### src/rtl/cpu_types_pkg.sv
// Shared CPU datapath types used by the pipeline control blocks.
package cpu_types_pkg;

  typedef logic [4:0] regbits_t;

endpackage

### src/rtl/hazard_pkg.sv
// Hazard controller states and redirect encoding.
package hazard_pkg;

  typedef enum logic [1:0] {
    RUN      = 2'd0,
    LU_STALL = 2'd1,
    REDIRECT = 2'd2
  } hazard_state_t;

  localparam logic [1:0] ST_RUN      = RUN;
  localparam logic [1:0] ST_LU_STALL = LU_STALL;
  localparam logic [1:0] ST_REDIRECT = REDIRECT;

  localparam logic [1:0] PC_SEQ = 2'b00;

endpackage

### src/rtl/hazard_ctrl_if.sv
// Pipeline-side hazard inputs and latch enable/flush controls.
// master = pipeline side, slave = hazard controller.
interface hazard_ctrl_if #(
  parameter int NUM_SRC = 2
);
  import cpu_types_pkg::*;

  regbits_t [NUM_SRC-1:0] ifid_src;
  logic [NUM_SRC-1:0]     ifid_src_vld;
  regbits_t               idex_wsel;
  logic                   idex_dREN;
  logic                   exmem_dREN;
  logic                   exmem_dWEN;
  logic                   dhit;
  logic                   ihit;
  logic [1:0]             PCsrc;

  logic pc_enable;
  logic ifid_enable;
  logic idex_enable;
  logic exmem_enable;
  logic ifid_flush;
  logic idex_flush;
  logic memwb_flush;

  modport master (
    output ifid_src, ifid_src_vld, idex_wsel, idex_dREN,
           exmem_dREN, exmem_dWEN, dhit, ihit, PCsrc,
    input  pc_enable, ifid_enable, idex_enable, exmem_enable,
           ifid_flush, idex_flush, memwb_flush
  );

  modport slave (
    input  ifid_src, ifid_src_vld, idex_wsel, idex_dREN,
           exmem_dREN, exmem_dWEN, dhit, ihit, PCsrc,
    output pc_enable, ifid_enable, idex_enable, exmem_enable,
           ifid_flush, idex_flush, memwb_flush
  );

endinterface

### src/rtl/hazard_src_match.sv
// Parallel comparison of every valid IF/ID source field against the EX destination.
module hazard_src_match
  import cpu_types_pkg::*;
#(
  parameter int NUM_SRC = 2
) (
  input  regbits_t [NUM_SRC-1:0] src,
  input  logic [NUM_SRC-1:0]     src_vld,
  input  regbits_t               wsel,
  output logic                   match
);

  always_comb begin
    match = 1'b0;
    for (int i = 0; i < NUM_SRC; i++) begin
      match = match | (src_vld[i] & (src[i] == wsel));
    end
  end

endmodule

### src/rtl/hazard_ctrl.sv
// Pipeline hazard controller: load-use stalls, redirect bubbles, D-cache freeze, fetch miss.
// Optional HAZARD_CTRL_PERF_EN adds saturating stall/redirect event counters.
module hazard_ctrl
  import cpu_types_pkg::*;
  import hazard_pkg::*;
#(
  parameter int NUM_SRC   = 2,
  parameter int LOAD_LAT  = 1,
  parameter int FLUSH_CYC = 1
) (
  input  logic         CLK,
  input  logic         RST,
  hazard_ctrl_if.slave bus
`ifdef HAZARD_CTRL_PERF_EN
  ,
  output logic [31:0]  perf_stall_cnt,
  output logic [31:0]  perf_flush_cnt
`endif
);

  localparam int CNT_MAX = (LOAD_LAT > FLUSH_CYC) ? LOAD_LAT : FLUSH_CYC;
  localparam int CNT_W   = $clog2(CNT_MAX + 1);
  localparam logic [CNT_W-1:0] LU_RELOAD = CNT_W'(LOAD_LAT - 1);
  localparam logic [CNT_W-1:0] FL_RELOAD = CNT_W'(FLUSH_CYC - 1);

  logic [1:0]       state_q, state_d;
  logic [CNT_W-1:0] cnt_q, cnt_d, cnt_dec;
  logic             src_match, lu, mem_wait, redirect;
  logic             pc_en, ifid_en, idex_en, exmem_en;
  logic             ifid_fl, idex_fl, memwb_fl;

  hazard_src_match #(
    .NUM_SRC (NUM_SRC)
  ) u_src_match (
    .src     (bus.ifid_src),
    .src_vld (bus.ifid_src_vld),
    .wsel    (bus.idex_wsel),
    .match   (src_match)
  );

  assign lu       = bus.idex_dREN & (bus.idex_wsel != '0) & src_match;
  assign mem_wait = (bus.exmem_dREN | bus.exmem_dWEN) & ~bus.dhit;
  assign redirect = (bus.PCsrc != PC_SEQ);
  assign cnt_dec  = (cnt_q == '0) ? '0 : cnt_q - CNT_W'(1);

  // Priority: memory freeze, then redirect, then the active multi-cycle state.
  always_comb begin
    state_d  = state_q;
    cnt_d    = cnt_q;
    pc_en    = 1'b1;
    ifid_en  = 1'b1;
    idex_en  = 1'b1;
    exmem_en = 1'b1;
    ifid_fl  = 1'b0;
    idex_fl  = 1'b0;
    memwb_fl = 1'b0;
    if (mem_wait) begin
      pc_en    = 1'b0;
      ifid_en  = 1'b0;
      idex_en  = 1'b0;
      exmem_en = 1'b0;
      memwb_fl = 1'b1;
    end else if (redirect) begin
      ifid_fl = 1'b1;
      idex_fl = 1'b1;
      if (FLUSH_CYC > 1) begin
        state_d = ST_REDIRECT;
        cnt_d   = FL_RELOAD;
      end else begin
        state_d = ST_RUN;
        cnt_d   = '0;
      end
    end else begin
      case (state_q)
        ST_LU_STALL: begin
          pc_en   = 1'b0;
          ifid_en = 1'b0;
          idex_fl = 1'b1;
          cnt_d   = cnt_dec;
          if (cnt_dec == '0) state_d = ST_RUN;
        end
        ST_REDIRECT: begin
          ifid_fl = 1'b1;
          cnt_d   = cnt_dec;
          if (cnt_dec == '0) state_d = ST_RUN;
        end
        ST_RUN: begin
          if (lu) begin
            pc_en   = 1'b0;
            ifid_en = 1'b0;
            idex_fl = 1'b1;
            if (LOAD_LAT > 1) begin
              state_d = ST_LU_STALL;
              cnt_d   = LU_RELOAD;
            end
          end else if (!bus.ihit) begin
            pc_en   = 1'b0;
            ifid_fl = 1'b1;
          end
        end
        default: begin
          state_d = ST_RUN;
          cnt_d   = '0;
        end
      endcase
    end
    if (RST) begin
      pc_en    = 1'b0;
      ifid_en  = 1'b0;
      idex_en  = 1'b0;
      exmem_en = 1'b0;
      ifid_fl  = 1'b1;
      idex_fl  = 1'b1;
      memwb_fl = 1'b1;
    end
  end

  always_ff @(posedge CLK or posedge RST) begin
    if (RST) begin
      state_q <= ST_RUN;
      cnt_q   <= '0;
    end else begin
      state_q <= state_d;
      cnt_q   <= cnt_d;
    end
  end

  assign bus.pc_enable    = pc_en;
  assign bus.ifid_enable  = ifid_en;
  assign bus.idex_enable  = idex_en;
  assign bus.exmem_enable = exmem_en;
  assign bus.ifid_flush   = ifid_fl;
  assign bus.idex_flush   = idex_fl;
  assign bus.memwb_flush  = memwb_fl;

`ifdef HAZARD_CTRL_PERF_EN
  // Stall cycles cover both load-use bubbles and D-cache freezes.
  logic        perf_stall_evt, perf_flush_evt;
  logic [31:0] perf_stall_q, perf_stall_d, perf_flush_q, perf_flush_d;

  assign perf_stall_evt = mem_wait |
                          (~redirect & ((state_q == ST_LU_STALL) | ((state_q == ST_RUN) & lu)));
  assign perf_flush_evt = ~mem_wait & redirect;

  always_comb begin
    perf_stall_d = perf_stall_q;
    perf_flush_d = perf_flush_q;
    if (perf_stall_evt && (perf_stall_q != '1)) perf_stall_d = perf_stall_q + 32'd1;
    if (perf_flush_evt && (perf_flush_q != '1)) perf_flush_d = perf_flush_q + 32'd1;
  end

  always_ff @(posedge CLK or posedge RST) begin
    if (RST) begin
      perf_stall_q <= '0;
      perf_flush_q <= '0;
    end else begin
      perf_stall_q <= perf_stall_d;
      perf_flush_q <= perf_flush_d;
    end
  end

  assign perf_stall_cnt = perf_stall_q;
  assign perf_flush_cnt = perf_flush_q;
`endif

endmodule
### src/flat_wrapper.sv
// flat-port wrapper written by rule: the top's interface ports become plain ports
module hazard_ctrl_flat import cpu_types_pkg::*; import hazard_pkg::*;
#(
  parameter int NUM_SRC   = 2,
  parameter int LOAD_LAT  = 1,
  parameter int FLUSH_CYC = 1
)
  (CLK, RST, bus_ifid_src, bus_ifid_src_vld, bus_idex_wsel, bus_idex_dREN, bus_exmem_dREN, bus_exmem_dWEN, bus_dhit, bus_ihit, bus_PCsrc, bus_pc_enable, bus_ifid_enable, bus_idex_enable, bus_exmem_enable, bus_ifid_flush, bus_idex_flush, bus_memwb_flush);
  hazard_ctrl_if #(.NUM_SRC(NUM_SRC)) bus_i ();
  input  logic CLK;
  input  logic RST;
  input wire logic [$bits(bus_i.ifid_src)-1:0] bus_ifid_src;
  input wire logic [$bits(bus_i.ifid_src_vld)-1:0] bus_ifid_src_vld;
  input wire logic [$bits(bus_i.idex_wsel)-1:0] bus_idex_wsel;
  input wire logic [$bits(bus_i.idex_dREN)-1:0] bus_idex_dREN;
  input wire logic [$bits(bus_i.exmem_dREN)-1:0] bus_exmem_dREN;
  input wire logic [$bits(bus_i.exmem_dWEN)-1:0] bus_exmem_dWEN;
  input wire logic [$bits(bus_i.dhit)-1:0] bus_dhit;
  input wire logic [$bits(bus_i.ihit)-1:0] bus_ihit;
  input wire logic [$bits(bus_i.PCsrc)-1:0] bus_PCsrc;
  output wire logic [$bits(bus_i.pc_enable)-1:0] bus_pc_enable;
  output wire logic [$bits(bus_i.ifid_enable)-1:0] bus_ifid_enable;
  output wire logic [$bits(bus_i.idex_enable)-1:0] bus_idex_enable;
  output wire logic [$bits(bus_i.exmem_enable)-1:0] bus_exmem_enable;
  output wire logic [$bits(bus_i.ifid_flush)-1:0] bus_ifid_flush;
  output wire logic [$bits(bus_i.idex_flush)-1:0] bus_idex_flush;
  output wire logic [$bits(bus_i.memwb_flush)-1:0] bus_memwb_flush;
  assign bus_i.ifid_src = bus_ifid_src;
  assign bus_i.ifid_src_vld = bus_ifid_src_vld;
  assign bus_i.idex_wsel = bus_idex_wsel;
  assign bus_i.idex_dREN = bus_idex_dREN;
  assign bus_i.exmem_dREN = bus_exmem_dREN;
  assign bus_i.exmem_dWEN = bus_exmem_dWEN;
  assign bus_i.dhit = bus_dhit;
  assign bus_i.ihit = bus_ihit;
  assign bus_i.PCsrc = bus_PCsrc;
  assign bus_pc_enable = bus_i.pc_enable;
  assign bus_ifid_enable = bus_i.ifid_enable;
  assign bus_idex_enable = bus_i.idex_enable;
  assign bus_exmem_enable = bus_i.exmem_enable;
  assign bus_ifid_flush = bus_i.ifid_flush;
  assign bus_idex_flush = bus_i.idex_flush;
  assign bus_memwb_flush = bus_i.memwb_flush;
  hazard_ctrl #(.NUM_SRC(NUM_SRC), .LOAD_LAT(LOAD_LAT), .FLUSH_CYC(FLUSH_CYC)) u_core (.CLK(CLK), .RST(RST), .bus(bus_i));
endmodule
### config.mk
export PLATFORM = sky130hd
export DESIGN_NAME = hazard_ctrl_flat
export DESIGN_NICKNAME = d
export VERILOG_FILES = /design/src/rtl/cpu_types_pkg.sv /design/src/rtl/hazard_pkg.sv /design/src/rtl/hazard_ctrl_if.sv /design/src/rtl/hazard_src_match.sv /design/src/rtl/hazard_ctrl.sv /design/src/flat_wrapper.sv
export SDC_FILE = /design/constraint.sdc
export NUM_CORES = 1
export LEC_CHECK = 0
export CAP_MARGIN = 10
export CORE_AREA = 2 2 39 41
export DETAILED_ROUTE_END_ITERATION = 8
export DIE_AREA = 0 0 41 43
export SYNTH_ARGS = -nofsm -noshare
export SYNTH_HDL_FRONTEND = slang
export SYNTH_HIERARCHICAL = 1
export SYNTH_SLANG_ARGS = --single-unit
export TNS_END_PERCENT = 10
### constraint.sdc
create_clock -name CLK -period 2.96 [get_ports CLK]
set_input_delay 0.888 -clock CLK [delete_from_list [all_inputs] [get_ports CLK]]
set_output_delay 0.888 -clock CLK [all_outputs]
set_load 0.02 [all_outputs]
==> metrics.md <==
| Metric | Value |
|---|---|
| Run status | complete, no violations |
| Most common library cell in the layout ignoring fill and taps | clkbuf_2 |
| Total Neg Setup Slack | 0 ns |
| Vias after detailed routing | 377 |
| Headroom to the max-slew limit | 79.6% |
| CTS Hold Buffers Added | 0 |
| Hold path startpoint | bus_idex_wsel[3] |
| Unique cell type count in the Yosys netlist | 19 |
| Cell-by-cell trace of the critical path | buf_8, xnor2_2, nand4_1, o22ai_2, nand4bb_1, a211oi_2, nor3_1, buf_4 |
| Peak per-stage delay on the critical path | 0.23 ns |
| Leakage power of the design | 0.305 nW |
| Mapped cell area | 245 um2 |
| Avg Vias per Cell | 4.24 |
| Placed Cells | 89 |
| Fin crit period | 2.96 ns |
| Layout filler cell count | 153 |
| Crit-path max FO | 3 |
| IO Port Bufs | 32 |
| Hold/Removal Path Class | in2out |
| Number of rows created at floorplan | 14 |
| Overall overflow remaining after global route | 0 |
| Maximum number of pins on one net before global-route repair | 5 |
| Final weighted congestion in routability-driven placement | 0.593 |
| CP Launch Point | bus_idex_wsel[0] |
| Wire per inst | 9.66 um |
| Setup violation total in the final timing report | 0 |
| Least-Margin Pin Slew | 0.304 ns |
| Max cap viols | 0 |
| Critical Path End Type | primary output |
| Total Die Area | 1760 um2 |
| Reg area | 0 um2 |
| Wire length of the first global-routing pass | 1230 um |
| Initial core utilization | 17.7% |
| Number of pins with negative max-slew slack in the final report | 0 |
| Average cell area after synthesis | 7.01 um2 |
| Post-DP Area | 631 um2 |
| Setup Crit Path Kind | in2out |
| Count of TritonRoute iterations in the first routing pass | 1 |
| Non-filler instance count after layout | 89 |
| Required @ worst endpoint | 2.07 ns |
| Nets in the synthesized netlist | 61 |
| Die X | 41 um |
| Post-route antenna net violation count | 0 |
| Area of the multi-input gates | 285 um2 |
| Data arrival time of the critical path | 2.07 ns |
| Critical-path cell with the highest stage delay | a211oi_2 |
| Setup repair after global routing missed its margin | true |
| Sequential element share of the synthesized area | 0% |
| Overall power after layout | 91.3 uW |
| Total routing resource utilization after global routing | 9.19% |
| Number of antenna violations at the first check in global routing | 0 |
| Chip height | 43 um |
| Layout cell share with drive strength beyond 1 | 54.8% |
| Hold Violations, Final | 0 |
| Total inserted antenna cells | 0 |
| Total non-filler cell area in the finished layout | 626 um2 |
| Total DRC errors in the routed layout | 0 |
| Pwr per Cell Area | 146 nW/um2 |
| Cell count after synthesis | 35 |
| Number of primary I/O pins | 33 |
| Achievable Freq | 338 MHz |
| Clock buffer count in the final layout | 0 |
| Via count of the first global-routing pass | 357 |
| Most frequent cells in the layout | 11 x clkbuf_2, 9 x buf_4, 8 x clkdlybuf4s50_1 |
| Worst setup endpoint | bus_ifid_flush |
| DRT iter0 DRCs | 0 |
| Peak supply drop | 0.0000580 V |
| DP HPWL | 727 um |
| Synth warnings | 6 |
| Post-route clock period utilization | 100% |
| Synth-to-layout area growth | 155% |
| Total core area | 1380 um2 |
| Number of nets in the final layout | 101 |
| Number of sequential cells | 0 |
| Routed WL | 860 um |
| Startpoint Class | primary input |
metal layers:
metal | GRT usage, % | share of wire [%] | wire, um
met5 | 0 | 0 | 0
met2 | 19.1 | 50 | 433
met3 | 0.524 | 16 | 134
met1 | 9.49 | 34 | 293
met4 | 0 | 0 | 0
where the power goes:
group	switching, mW	internal [mW]	leakage [nW]	total [mW]
logic	0.0373	0.0540	0.305	0.0913
registers	0	0	0	0
clock network	0	0	0	0
repair_timing:
action                                  in CTS  in global routing
cloned                                       0                  0
resized for setup                           44                 58
endpoints found under the setup margin       7                  7
setup buffers                                0                  0
pin swaps                                   13                 20
critical path: cells and delay by family:
| kind | cells | cell delay, ns |
|---|---|---|
| AO/OA/AOI/OAI | 2 | 0.40 |
| AND/OR/NAND/NOR | 3 | 0.38 |
| buffers and inverters | 2 | 0.26 |
| XOR/XNOR | 1 | 0.14 |
cells in the mapped netlist (2+ instances only):
library cell,n,share of area (%)
inv_1,2,3.1
nand4_1,2,5.1
nor3_1,2,4.1
nor2_1,3,4.6
nand2_1,2,3.1
xnor2_1,10,36
a21oi_1,2,4.1
worst min-delay path by stage:
stage               cells after the start  slack [ns]              end
floorplan                               2        1.96   bus_ifid_flush
global placement                        4        2.87    bus_pc_enable
detailed placement                      4        2.86    bus_pc_enable
CTS                                     5        2.46  bus_ifid_enable
global route                            5        2.31    bus_pc_enable
finish                                  5        2.27  bus_ifid_enable
layout make-up:
type / instances / share of cell area, %
Multi-Input combinational cell: 32 / 45.6
Timing Repair Buffer: 39 / 50.0
Inverter: 2 / 1.20
Tap cell: 16 / 3.20
metrics by stage:
| step | util (%) | hold slack [ns] | setup slack, ns |
|---|---|---|---|
| after CTS | 43.9 | 2.46 | -0.162 |
| after floorplan | - | 1.96 | 0.171 |
| after detailed placement | 45.6 | 2.86 | -0.812 |
| final | 45.2 | 2.27 | 0.000626 |
| after global placement | 45.6 | 2.87 | -0.795 |
| after global routing | 45.2 | 2.31 | -0.0808 |
logic make-up (layout without fill, tap and decap cells):
group                  Yosys count  count (layout)  share of synthesized area (%)
AO/OA/AOI/OAI                    6               6                           14.8
XOR/XNOR                        10              10                           35.7
buffers and inverters            3              41                           6.12
AND/OR/NAND/NOR                 16              16                           43.4
No activity file was read; power rests on OpenSTA's default activity.
==> patch (same flow settings) <==
`NUM_SRC` is set to 2 in 4 places; all go to 1.
--- a/src/rtl/hazard_ctrl_if.sv
+++ b/src/rtl/hazard_ctrl_if.sv
@@ -3,3 +3,3 @@
 interface hazard_ctrl_if #(
-  parameter int NUM_SRC = 2
+  parameter int NUM_SRC = 1
 );
--- a/src/rtl/hazard_src_match.sv
+++ b/src/rtl/hazard_src_match.sv
@@ -4,3 +4,3 @@
 #(
-  parameter int NUM_SRC = 2
+  parameter int NUM_SRC = 1
 ) (
--- a/src/rtl/hazard_ctrl.sv
+++ b/src/rtl/hazard_ctrl.sv
@@ -6,3 +6,3 @@
 #(
-  parameter int NUM_SRC   = 2,
+  parameter int NUM_SRC   = 1,
   parameter int LOAD_LAT  = 1,
--- a/src/flat_wrapper.sv
+++ b/src/flat_wrapper.sv
@@ -3,3 +3,3 @@
 #(
-  parameter int NUM_SRC   = 2,
+  parameter int NUM_SRC   = 1,
   parameter int LOAD_LAT  = 1,
Ports: changed (resized bus_ifid_src and bus_ifid_src_vld); port bits go from 33 to 27. The function was not compared with the original's and may differ.
==> patch against the original RTL <==
  * The run now ends with setup timing left
  * Non-clock buffer count is 6 lower
  * Power down 29%
  * Final area shrank 25%
  * First-iteration DRC count did not move
  * Setup slack worse by 0.071 ns
  * Largest cell class unchanged
  * Maximum frequency shrank 2.3%
  * Area after synthesis is 23% lower
  * Routed wire length shrank 25%
  * Combinational power down 29%
==> patch: results (changes against the original RTL) <==
----------------------------------------------------
[Detailed routing]
  Total iterations of the first detailed-routing run ... 1 (unchanged)
  Initial drt markers ... 0 (unchanged)
  Routed len/inst ... 8.60 um (was 9.66 um)
  Vias per inst ... 3.99 (was 4.24)

[Min path]
  Hold endpoint ... bus_ifid_enable (unchanged)
  HP Class ... primary input to output pin (unchanged)
  Min-delay src ... bus_idex_wsel[2] (was bus_idex_wsel[3])
  Depth of the worst hold-timing path ... 6 (was 5)

[CTS]
  Count of hold-fix buffers inserted at cts ... 0 (unchanged)
  Buffer count from post-CTS setup fixing ... 0 (unchanged)

[STA]
  Transition time at the pin with the least slew margin ... 0.312 ns (was 0.304 ns)
  Worst path setup slack after routing ... -0.0699 ns (was 0.000626 ns)
  Fin Setup TNS ... -0.141 ns (was 0 ns)
  Post-Route Hold Slack ... 2.34 ns (was 2.27 ns)
  Final Setup Violations ... 3 (was 0)

[Global route]
  Number of global-route vias before repair ... 275 (was 357)
  Number of antenna violations at the first check in global routing ... 0 (unchanged)
  Global-route wire length before repair ... 1010 um (was 1230 um)
  Largest net degree at the start of global routing ... 5 (unchanged)
  Global-route total usage across every layer ... 0.0769 (was 0.0919)

[Setup path]
  Maximum net fanout on the critical path ... 2 (was 3)
  Signal arrival time at the worst endpoint ... 2.14 ns (was 2.07 ns)

[Place]
  Number of port buffers ... 26 (was 32)
  Post-placement worst setup slack ... -0.887 ns (was -0.812 ns)
  Detailed placer's ending HPWL ... 587 um (was 727 um)
  Final GP Congestion ... 0.673 (was 0.593)

[Power and ir drop]
  Share of total power in the clock network ... 0 (about the same)
  Combinational fraction of design power ... 1.000 (about the same)
  Internal ... 37.1 uW (was 54.0 uW)
  Leak ... 0.000217 uW (was 0.000305 uW)
  Max IR drop VDD ... 37.5 uV (was 58.0 uV)

[Finish]
  Final net count ... 81 (was 101)
  Share of cells above drive strength 1 ... 0.492 (was 0.548)
  Antenna diode instance count ... 0 (unchanged)
  Sequential cell count ... 0 (unchanged)
  Number of clock buffers in the layout ... 0 (unchanged)

[Run status]
  Failing checks ... setup timing
  Status ... finished, violations left (was completed)

[Synthesis]
  Number of warnings issued by yosys ... 6 (unchanged)
  Leading cell types by total area after synthesis ... xor2_1 (19%), nor4_4 (11%), nand4bb_1 (6.0%) (was xnor2_1 (36%), nor4_4 (8.7%), nand4_1 (5.1%))
  Sequential fraction of the synthesis area ... 0 (unchanged)
  Net count of the mapped netlist ... 47 (was 61)
  Most instantiated cells after synthesis ... xor2_1 (4), nor2_1 (3), a21oi_1 (2), inv_1 (2), nor3_1 (2) (was xnor2_1 (10), nor2_1 (3))
  Number of library cell types mapped by synthesis ... 19 (unchanged)

----------------------------------------------------
patch: cell types whose count changed after synthesis, sizes merged:
cell   change
and3       +1
nand2      -2
nand4      -2
nor4       +1
o22ai      -1
xnor2      -9
xor2       +4
patch: cell type report:
class,count,area [um2]
Fill cell,161,913
Inverter,2,7.51
Multi-Input combinational cell,24,189
Tap cell,16,20.0
Timing Repair Buffer,33,254
patch: stage by stage:
stage	std cells	instance area, um2	total power [uW]
2_1_floorplan	27	188	23.7
3_3_place_gp	75	513	73.5
3_5_place_dp	75	513	73.7
4_1_cts	75	484	66.2
5_1_grt	75	470	70.2
6_report	75	470	65.0
patch: how the worst max path moves through the flow:
stage / startpoint / endpoint
6_report: bus_ifid_src[2] / bus_ifid_flush
5_1_grt: bus_ifid_src[2] / bus_ifid_flush
4_1_cts: bus_ifid_src[2] / bus_ifid_flush
3_5_place_dp: bus_idex_wsel[0] / bus_ifid_flush
3_3_place_gp: bus_idex_wsel[0] / bus_ifid_flush
2_1_floorplan: bus_idex_wsel[0] / bus_idex_flush
patch: layer usage:
layer | vias to the layer above | track usage | wire length (um)
met2 | 14 | 0.153 | 357
met4 | 0 | 0 | 0
met1 | 126 | 0.0854 | 222
met3 | 0 | 0.00524 | 65
li1 | 159 | - | -
met5 | - | 0 | 0
patch: logic make-up (layout without fill, tap and decap cells):
group           Yosys count  count (layout)  share of synthesized area
compound gates            5               5                      0.160
xor+xnor                  5               5                      0.233
simple gates             14              14                      0.527
buf+inv                   3              35                     0.0800
patch: what timing repair did:
action / in CTS / in global routing
endpoints found under the setup margin: 7 / 7
resized for setup: 59 / 8
pin swaps: 9 / 2
patch: critical path: stages:
cell and delay [ns]:
buf_6 0.09, xor2_1 0.15, nor4_1 0.24, and3_1 0.21
nand4bb_1 0.16, a211oi_2 0.18, nor3_1 0.07, buf_2 0.16
